File: src/rtl/hazard_scoreboard.sv
`default_nettype none
// ============================================================================
// Module      : hazard_scoreboard
// Description : Parametrised hazard unit. Tracks in-flight register writers
//               for DEPTH stages past ID, produces per-operand forward
//               selects and a single stall for the ID-stage instruction,
//               plus a saturating stall-cycle counter.
//               Optional mult/div busy interlock: HAZARD_HILO_BUSY_EN.
// Revision    : 1.0 - initial release
// ============================================================================
module hazard_scoreboard #(
    parameter int NREAD      = 2,
    parameter int DEPTH      = 4,
    parameter int AW         = 5,
    parameter int LOAD_READY = 2,
    parameter int BJ_MIN     = 1,
    parameter int MD_LAT     = 32,
    parameter int SELW       = $clog2(DEPTH + 1)
) (
    input  logic                  clk,
    input  logic                  rst,
    input  logic                  id_valid,
    input  logic [NREAD*AW-1:0]   id_src,
    input  logic                  id_bj,
    input  logic                  id_rfwr,
    input  logic [AW-1:0]         id_rd,
    input  logic                  id_late,
    input  logic                  pipe_adv,
    input  logic                  mem_stall,
    input  logic                  flush,
    input  logic                  md_start,
    input  logic                  id_md_use,
    output logic [NREAD*SELW-1:0] fwd_sel,
    output logic                  hazard_stall,
    output logic                  md_busy,
    output logic [31:0]           stall_cnt
);

    // Shadow tracker: entry 0 is EX, higher indices are older instructions.
    logic [DEPTH-1:0] r_v;
    logic [DEPTH-1:0] r_late;
    logic [AW-1:0]    r_rd [DEPTH];

    logic             w_hilo_stall;
    logic [NREAD-1:0] w_op_stall;
    logic             w_insert;
    logic [31:0]      r_stall_cnt;

    // A stalled ID instruction must not enter the tracker; a bubble goes in instead.
    assign hazard_stall = id_valid & ((|w_op_stall) | w_hilo_stall);
    assign w_insert     = id_valid & id_rfwr & (id_rd != '0) & ~hazard_stall;
    assign stall_cnt    = r_stall_cnt;

    // Tracker update: flush clears, cache stall freezes, advance shifts.
    always_ff @(posedge clk) begin
        if (rst) begin
            r_v    <= '0;
            r_late <= '0;
            for (int k = 0; k < DEPTH; k++) begin
                r_rd[k] <= '0;
            end
        end else if (flush) begin
            r_v <= '0;
        end else if (!mem_stall && pipe_adv) begin
            for (int k = DEPTH - 1; k > 0; k--) begin
                r_v[k]    <= r_v[k-1];
                r_late[k] <= r_late[k-1];
                r_rd[k]   <= r_rd[k-1];
            end
            r_v[0]    <= w_insert;
            r_late[0] <= id_late;
            r_rd[0]   <= id_rd;
        end
    end

    // Per-operand youngest-match search and readiness evaluation.
    for (genvar gi = 0; gi < NREAD; gi++) begin : g_op
        logic [AW-1:0]   w_src;
        logic            w_hit;
        logic            w_rdy;
        logic [SELW-1:0] w_idx;

        assign w_src = id_src[gi*AW +: AW];

        // Scan oldest to youngest so the youngest matching entry is kept last.
        always_comb begin
            w_hit = 1'b0;
            w_rdy = 1'b0;
            w_idx = '0;
            for (int k = DEPTH - 1; k >= 0; k--) begin
                if (r_v[k] && (r_rd[k] == w_src) && (w_src != '0)) begin
                    w_hit = 1'b1;
                    w_idx = SELW'(k);
                    w_rdy = (!r_late[k] || (k >= LOAD_READY)) &&
                            (!id_bj     || (k >= BJ_MIN));
                end
            end
        end

        assign fwd_sel[gi*SELW +: SELW] = (id_valid && w_hit && w_rdy) ?
                                          (w_idx + SELW'(1)) : '0;
        assign w_op_stall[gi] = w_hit & ~w_rdy;
    end

`ifdef HAZARD_HILO_BUSY_EN
    localparam int c_MD_W = $clog2(MD_LAT + 1);

    logic [c_MD_W-1:0] r_md_cnt;

    // Mult/div countdown; unaffected by flush so an issued operation completes.
    always_ff @(posedge clk) begin
        if (rst) begin
            r_md_cnt <= '0;
        end else if (!mem_stall) begin
            if (md_start) begin
                r_md_cnt <= c_MD_W'(MD_LAT);
            end else if (r_md_cnt != '0) begin
                r_md_cnt <= r_md_cnt - c_MD_W'(1);
            end
        end
    end

    assign md_busy      = (r_md_cnt != '0);
    assign w_hilo_stall = id_md_use & md_busy;
`else
    logic w_unused_md;

    assign md_busy      = 1'b0;
    assign w_hilo_stall = 1'b0;
    assign w_unused_md  = md_start ^ id_md_use ^ (MD_LAT == 0);
`endif

    // Saturating count of cycles spent in hazard stall; survives flush.
    always_ff @(posedge clk) begin
        if (rst) begin
            r_stall_cnt <= '0;
        end else if (hazard_stall && (r_stall_cnt != 32'hFFFF_FFFF)) begin
            r_stall_cnt <= r_stall_cnt + 32'd1;
        end
    end

endmodule
`default_nettype wire

File: config.mk
export PLATFORM = sky130hd
export DESIGN_NAME = hazard_scoreboard
export DESIGN_NICKNAME = d
export VERILOG_FILES = /design/src/rtl/hazard_scoreboard.sv
export SDC_FILE = /design/constraint.sdc
export NUM_CORES = 1
export LEC_CHECK = 0
export ABC_AREA = 1
export CELL_PAD_IN_SITES_DETAIL_PLACEMENT = 1
export CELL_PAD_IN_SITES_GLOBAL_PLACEMENT = 1
export CORE_MARGIN = 1.5
export CORE_UTILIZATION = 38
export CTS_BUF_LIST = sky130_fd_sc_hd__clkbuf_16
export CTS_CLUSTER_DIAMETER = 80
export DETAILED_ROUTE_END_ITERATION = 12
export GPL_TIMING_DRIVEN = 0
export PLACE_DENSITY_LB_ADDON = 0.1
export SETUP_SLACK_MARGIN = 0.02
export SLEW_MARGIN = 20
export SYNTH_ARGS = -nofsm -noshare
export SYNTH_HDL_FRONTEND = slang
export SYNTH_SLANG_ARGS = --single-unit
File: constraint.sdc
create_clock -name clk -period 4.5 [get_ports clk]
set_clock_uncertainty 0.1 [all_clocks]
set_input_delay 1.125 -clock clk [delete_from_list [all_inputs] [get_ports clk]]
set_output_delay 1.125 -clock clk [all_outputs]
set_load 0.1 [all_outputs]
==> results of run 1 <==
==> registers in the layout (all words and copies together), names as in the netlist <==
name and cells:
stall_cnt 32, r_v 4, r_late 2, r_rd 20
==> how the worst min path moves through the flow <==
stage                                to  slack [ns]  depth (start not counted)
final                         r_late[0]        0.41                          2
after floorplan                  r_v[3]        0.35                          2
after global placement    stall_cnt[18]        0.38                          2
after global routing      stall_cnt[11]        0.45                          2
after CTS                        r_v[3]        0.40                          2
after detailed placement         r_v[3]        0.39                          2
==> routing by layer <==
metal	share of wire [%]	vias up	track usage, %
li1	-	2187	-
met1	48	2149	38.10
met3	5.5	16	4.844
met2	45	112	42.86
met4	1.2	0	7.333
met5	0	-	0
==> per-stage QoR <==
| step | TNS (ns) | setup WS [ns] | hold WS [ns] | power [mW] | util (%) |
|---|---|---|---|---|---|
| floorplan | -0.008287 | -0.008287 | 0.3503 | 0.6411 | - |
| finish | 0 | 0.2425 | 0.4066 | 1.351 | 50.56 |
| global placement | -22.53 | -1.015 | 0.3793 | 0.6898 | 46.65 |
| global route | 0 | 0.07547 | 0.4474 | 1.394 | 50.56 |
| detailed placement | -6.543 | -1.035 | 0.3901 | 0.6948 | 46.75 |
| CTS | 0 | 0.02061 | 0.3978 | 1.357 | 49.72 |
==> tightest hold or removal path: cells and delay by family, from the launching register on <==
kind | cells | cell delay [ns]
buf+inv | 1 | 0.07
compound gates | 1 | 0.07
flops | 1 | 0.31
==> cell families after synthesis <==
logic type | synth area share, %
and+or+nand+nor | 42.36
buffers and inverters | 10.25
DFF | 33.50
AOI/OAI and AO/OA | 7.697
xor gates and xnor gates | 5.172
adders and majority gates | 0.9237
other | 0.09228
==> power groups by stage <==
stage / sequential [mW] / clock (mW) / combinational (mW)
finish: 0.566 / 0.664 / 0.121
global route: 0.567 / 0.694 / 0.134
CTS: 0.565 / 0.673 / 0.119
detailed placement: 0.576 / 0 / 0.119
global placement: 0.576 / 0 / 0.114
floorplan: 0.573 / 0 / 0.0683
==> synth_stat cells, drive strengths merged <==
library cell  number
nand2            190
nor2             105
inv               83
nand4             40
dfxtp             38
a21oi             33
nand3             33
edfxtp            20
xnor2             14
o21ai             13
buf               10
xor2              10
clkbuf             9
nor3               9
nand3b             8
a21boi             4
ha                 3
o22ai              3
a41oi              1
and3               1
conb               1
nor4               1
o2111ai            1
o311ai             1
o31ai              1
==> cell type report <==
| cell class | count | area (µm²) | share of cell area, % |
|---|---|---|---|
| plain buffers | 19 | 106.4 | 2.029 |
| flip-flops and latches | 58 | 1361 | 25.97 |
| clock buffers | 9 | 225.2 | 4.296 |
| clock inverters | 7 | 52.55 | 1.002 |
| well taps | 136 | 170.2 | 3.246 |
| inverters | 83 | 311.5 | 5.943 |
| multi-input cells | 472 | 2344 | 44.70 |
| repair buffers | 65 | 671.9 | 12.82 |
==> what timing repair did <==
| item | 4_1_cts | 5_1_grt |
|---|---|---|
| pin swaps | 2 | 3 |
| resized for setup | 59 | 17 |
| setup buffers | 1 | 5 |
| endpoints found under the setup margin | 7 | 7 |
==> run_summary.xml, run 1 <==
<?xml version="1.0" encoding="UTF-8"?>
<metrics>
  <group name="cts">
    <metric name="clock_tree.htree_level_count" unit="">3</metric>
    <metric name="clock_insertion_delay_worst_skew" unit="ns">0.33</metric>
    <metric name="clock-root-buffer" unit="">sky130_fd_sc_hd__clkbuf_16</metric>
    <metric name="clk_pin_slew" unit="ns">0.06</metric>
    <metric name="cts.hold.buffers_added" unit="">0</metric>
    <metric name="tritoncts" unit="">built</metric>
    <metric name="clock_sink_count" unit="">58</metric>
    <metric name="tritoncts.num_buffers" unit="">9</metric>
    <metric name="clock_path_buffers" unit="">2</metric>
  </group>
  <group name="timing">
    <metric name="finalMaxSlewViolations" unit="">0</metric>
    <metric name="rsz0062_at_grt" unit="">false</metric>
    <metric name="report.final.setup_viol" unit="">0</metric>
    <metric name="remaining_max_slew_budget_at_the_tightest_pin" unit="%">34.35</metric>
    <metric name="crit_share_post_route" unit="%">94.61</metric>
    <metric name="worst-slew-pin-transition" unit="ns">0.9817</metric>
    <metric name="finalHoldViolCount" unit="">0</metric>
    <metric name="max_clock_freq" unit="MHz">234.9</metric>
    <metric name="post-route-min-period" unit="ns">4.257</metric>
  </group>
  <group name="power">
    <metric name="share_seq_of_total_power" unit="%">41.9</metric>
    <metric name="p_clk_share" unit="%">49.2</metric>
    <metric name="leakage" unit="nW">2.169</metric>
    <metric name="p_int" unit="mW">1.013</metric>
    <metric name="power.density_cell_area" unit="nW/µm²">257.7</metric>
    <metric name="power_frac_comb" unit="%">9.0</metric>
    <metric name="power_switching_share" unit="%">25.03</metric>
    <metric name="power.switching" unit="µW">338.2</metric>
    <metric name="vdd_ir_drop_max" unit="V">0.0001477</metric>
  </group>
  <group name="place">
    <metric name="detailed_place.area" unit="µm²">4848</metric>
    <metric name="numPlacedInstances" unit="">827</metric>
    <metric name="place_congestion" unit="">0.9141</metric>
    <metric name="hpwl" unit="mm">11.24</metric>
    <metric name="port_buffers" unit="">59</metric>
  </group>
  <group name="final_layout">
    <metric name="flow.area_growth_from_synthesis" unit="%">29.00</metric>
    <metric name="antenna_cells_inserted" unit="">0</metric>
    <metric name="instances_no_fill" unit="">849</metric>
    <metric name="fill_cells" unit="">1397</metric>
    <metric name="layout.nets" unit="">737</metric>
    <metric name="final_cell_area" unit="µm²">5243</metric>
    <metric name="post_route_cells_drive_above_1_share" unit="%">9.116</metric>
    <metric name="layout_commonest_cell" unit="">sky130_fd_sc_hd__nand2_1</metric>
    <metric name="leading_cell_types_in_the_layout_fill_and_taps_excluded" unit="">sky130_fd_sc_hd__nand2_1 (188), sky130_fd_sc_hd__nor2_1 (91), sky130_fd_sc_hd__inv_1 (78)</metric>
  </group>
  <group name="floorplanning">
    <metric name="die_area" unit="µm²">11320</metric>
    <metric name="fp.dieW" unit="µm">106.4</metric>
    <metric name="io-pin-count" unit="">66</metric>
    <metric name="area_of_the_placeable_core" unit="µm²">10370</metric>
    <metric name="floorplan.initialDensity" unit="%">39.19</metric>
    <metric name="fp-row-count" unit="">37</metric>
    <metric name="floorplan.die.height" unit="µm">106.4</metric>
  </group>
  <group name="worst_hold_path">
    <metric name="timing.hold.worst.start" unit="">r_late[0]</metric>
    <metric name="timing.hold.worst.class" unit="">reg -&gt; reg</metric>
  </group>
  <group name="yosys">
    <metric name="synth_seq_cells" unit="">58</metric>
    <metric name="synth_top_cells_by_area" unit="">sky130_fd_sc_hd__dfxtp_1 (19%), sky130_fd_sc_hd__nand2_1 (17%), sky130_fd_sc_hd__edfxtp_1 (15%)</metric>
    <metric name="syn_nets" unit="">661</metric>
    <metric name="syn-instance-count" unit="">632</metric>
    <metric name="synth_area_leader_cell" unit="">sky130_fd_sc_hd__dfxtp_1</metric>
    <metric name="yosys.cell_types.count" unit="">38</metric>
    <metric name="syn_avg_cell_area" unit="µm²">6.430</metric>
    <metric name="netlist_area" unit="µm²">4064</metric>
    <metric name="synth_top_area_share" unit="%">18.72</metric>
    <metric name="yosysSeqAreaShare" unit="%">33.50</metric>
    <metric name="synth_warnings" unit="">0</metric>
  </group>
  <group name="route">
    <metric name="drcViolationCount" unit="">0</metric>
    <metric name="drt-initial-drc-count" unit="">237</metric>
    <metric name="vias_per_cell" unit="">5.258</metric>
    <metric name="ant_nets" unit="">0</metric>
    <metric name="vias" unit="">4464</metric>
    <metric name="wl_per_cell" unit="µm">17.25</metric>
    <metric name="drt-pass1-iter-count" unit="">5</metric>
    <metric name="routed_wire_length" unit="mm">14.65</metric>
  </group>
  <group name="grt">
    <metric name="number_of_antenna_violations_at_the_first_check_in_global_routing" unit="">0</metric>
    <metric name="via_count_of_the_first_global_routing_pass" unit="">4578</metric>
    <metric name="global_route.overflow_total" unit="">0</metric>
    <metric name="first_pass_grt_wire_length" unit="mm">23.78</metric>
    <metric name="grt_max_degree" unit="">23</metric>
    <metric name="grtUsageTotal" unit="%">27.15</metric>
  </group>
  <group name="worst_setup_path">
    <metric name="rrSetupSlack" unit="ns">1.95</metric>
    <metric name="crit_startpoint" unit="">id_src[8]</metric>
    <metric name="arr_time_crit_path" unit="ns">3.03</metric>
    <metric name="critical_path.max_stage_delay" unit="ns">0.34</metric>
    <metric name="crit_path_cell_trace" unit="">dlygate4sd2_1 -&gt; inv_1 -&gt; nand2_1 -&gt; nand2_1 -&gt; inv_1 -&gt; nand2_1 -&gt; nor2_1 -&gt; nand2_1 -&gt; a21boi_1 -&gt; ha_1 -&gt; inv_1 -&gt; nor2_2 -&gt; buf_6</metric>
    <metric name="cp.depth" unit="">13</metric>
    <metric name="critPathCapture" unit="">fwd_sel[5]</metric>
    <metric name="bufs_and_invs_on_worst_path" unit="">5</metric>
    <metric name="r2r_cells" unit="">9</metric>
    <metric name="setup.worst_path.start_class" unit="">primary input</metric>
    <metric name="critical_path.reg2reg.endpoint" unit="">stall_cnt[3]</metric>
    <metric name="endpoint_kind" unit="">output pin</metric>
    <metric name="crit-reg2reg-launch" unit="">stall_cnt[0]</metric>
    <metric name="worst_ep_required_time" unit="ns">3.27</metric>
    <metric name="cpLargestDelayFamily" unit="">buffers and inverters</metric>
    <metric name="critical_path_cell_with_the_highest_stage_delay" unit="">sky130_fd_sc_hd__dlygate4sd2_1</metric>
    <metric name="timing_worst_setup_path_type" unit="">in -&gt; out</metric>
    <metric name="critPathMaxFanout" unit="">5</metric>
    <metric name="library_cell_appearing_most_often_on_the_critical_path" unit="">sky130_fd_sc_hd__nand2_1</metric>
  </group>
  <group name="run_status">
    <metric name="status" unit="">finished clean</metric>
  </group>
  <group name="run">
    <metric name="drv_cap" unit="">0</metric>
  </group>
</metrics>
(Power assumes the default switching activity.)
==> inputs of run 2 (changes only) <==
- GPL_ROUTABILITY_DRIVEN: not set -> 1
==> results of run 2 <==
The final DEF is identical to that of run 1; final timing and power are the same.
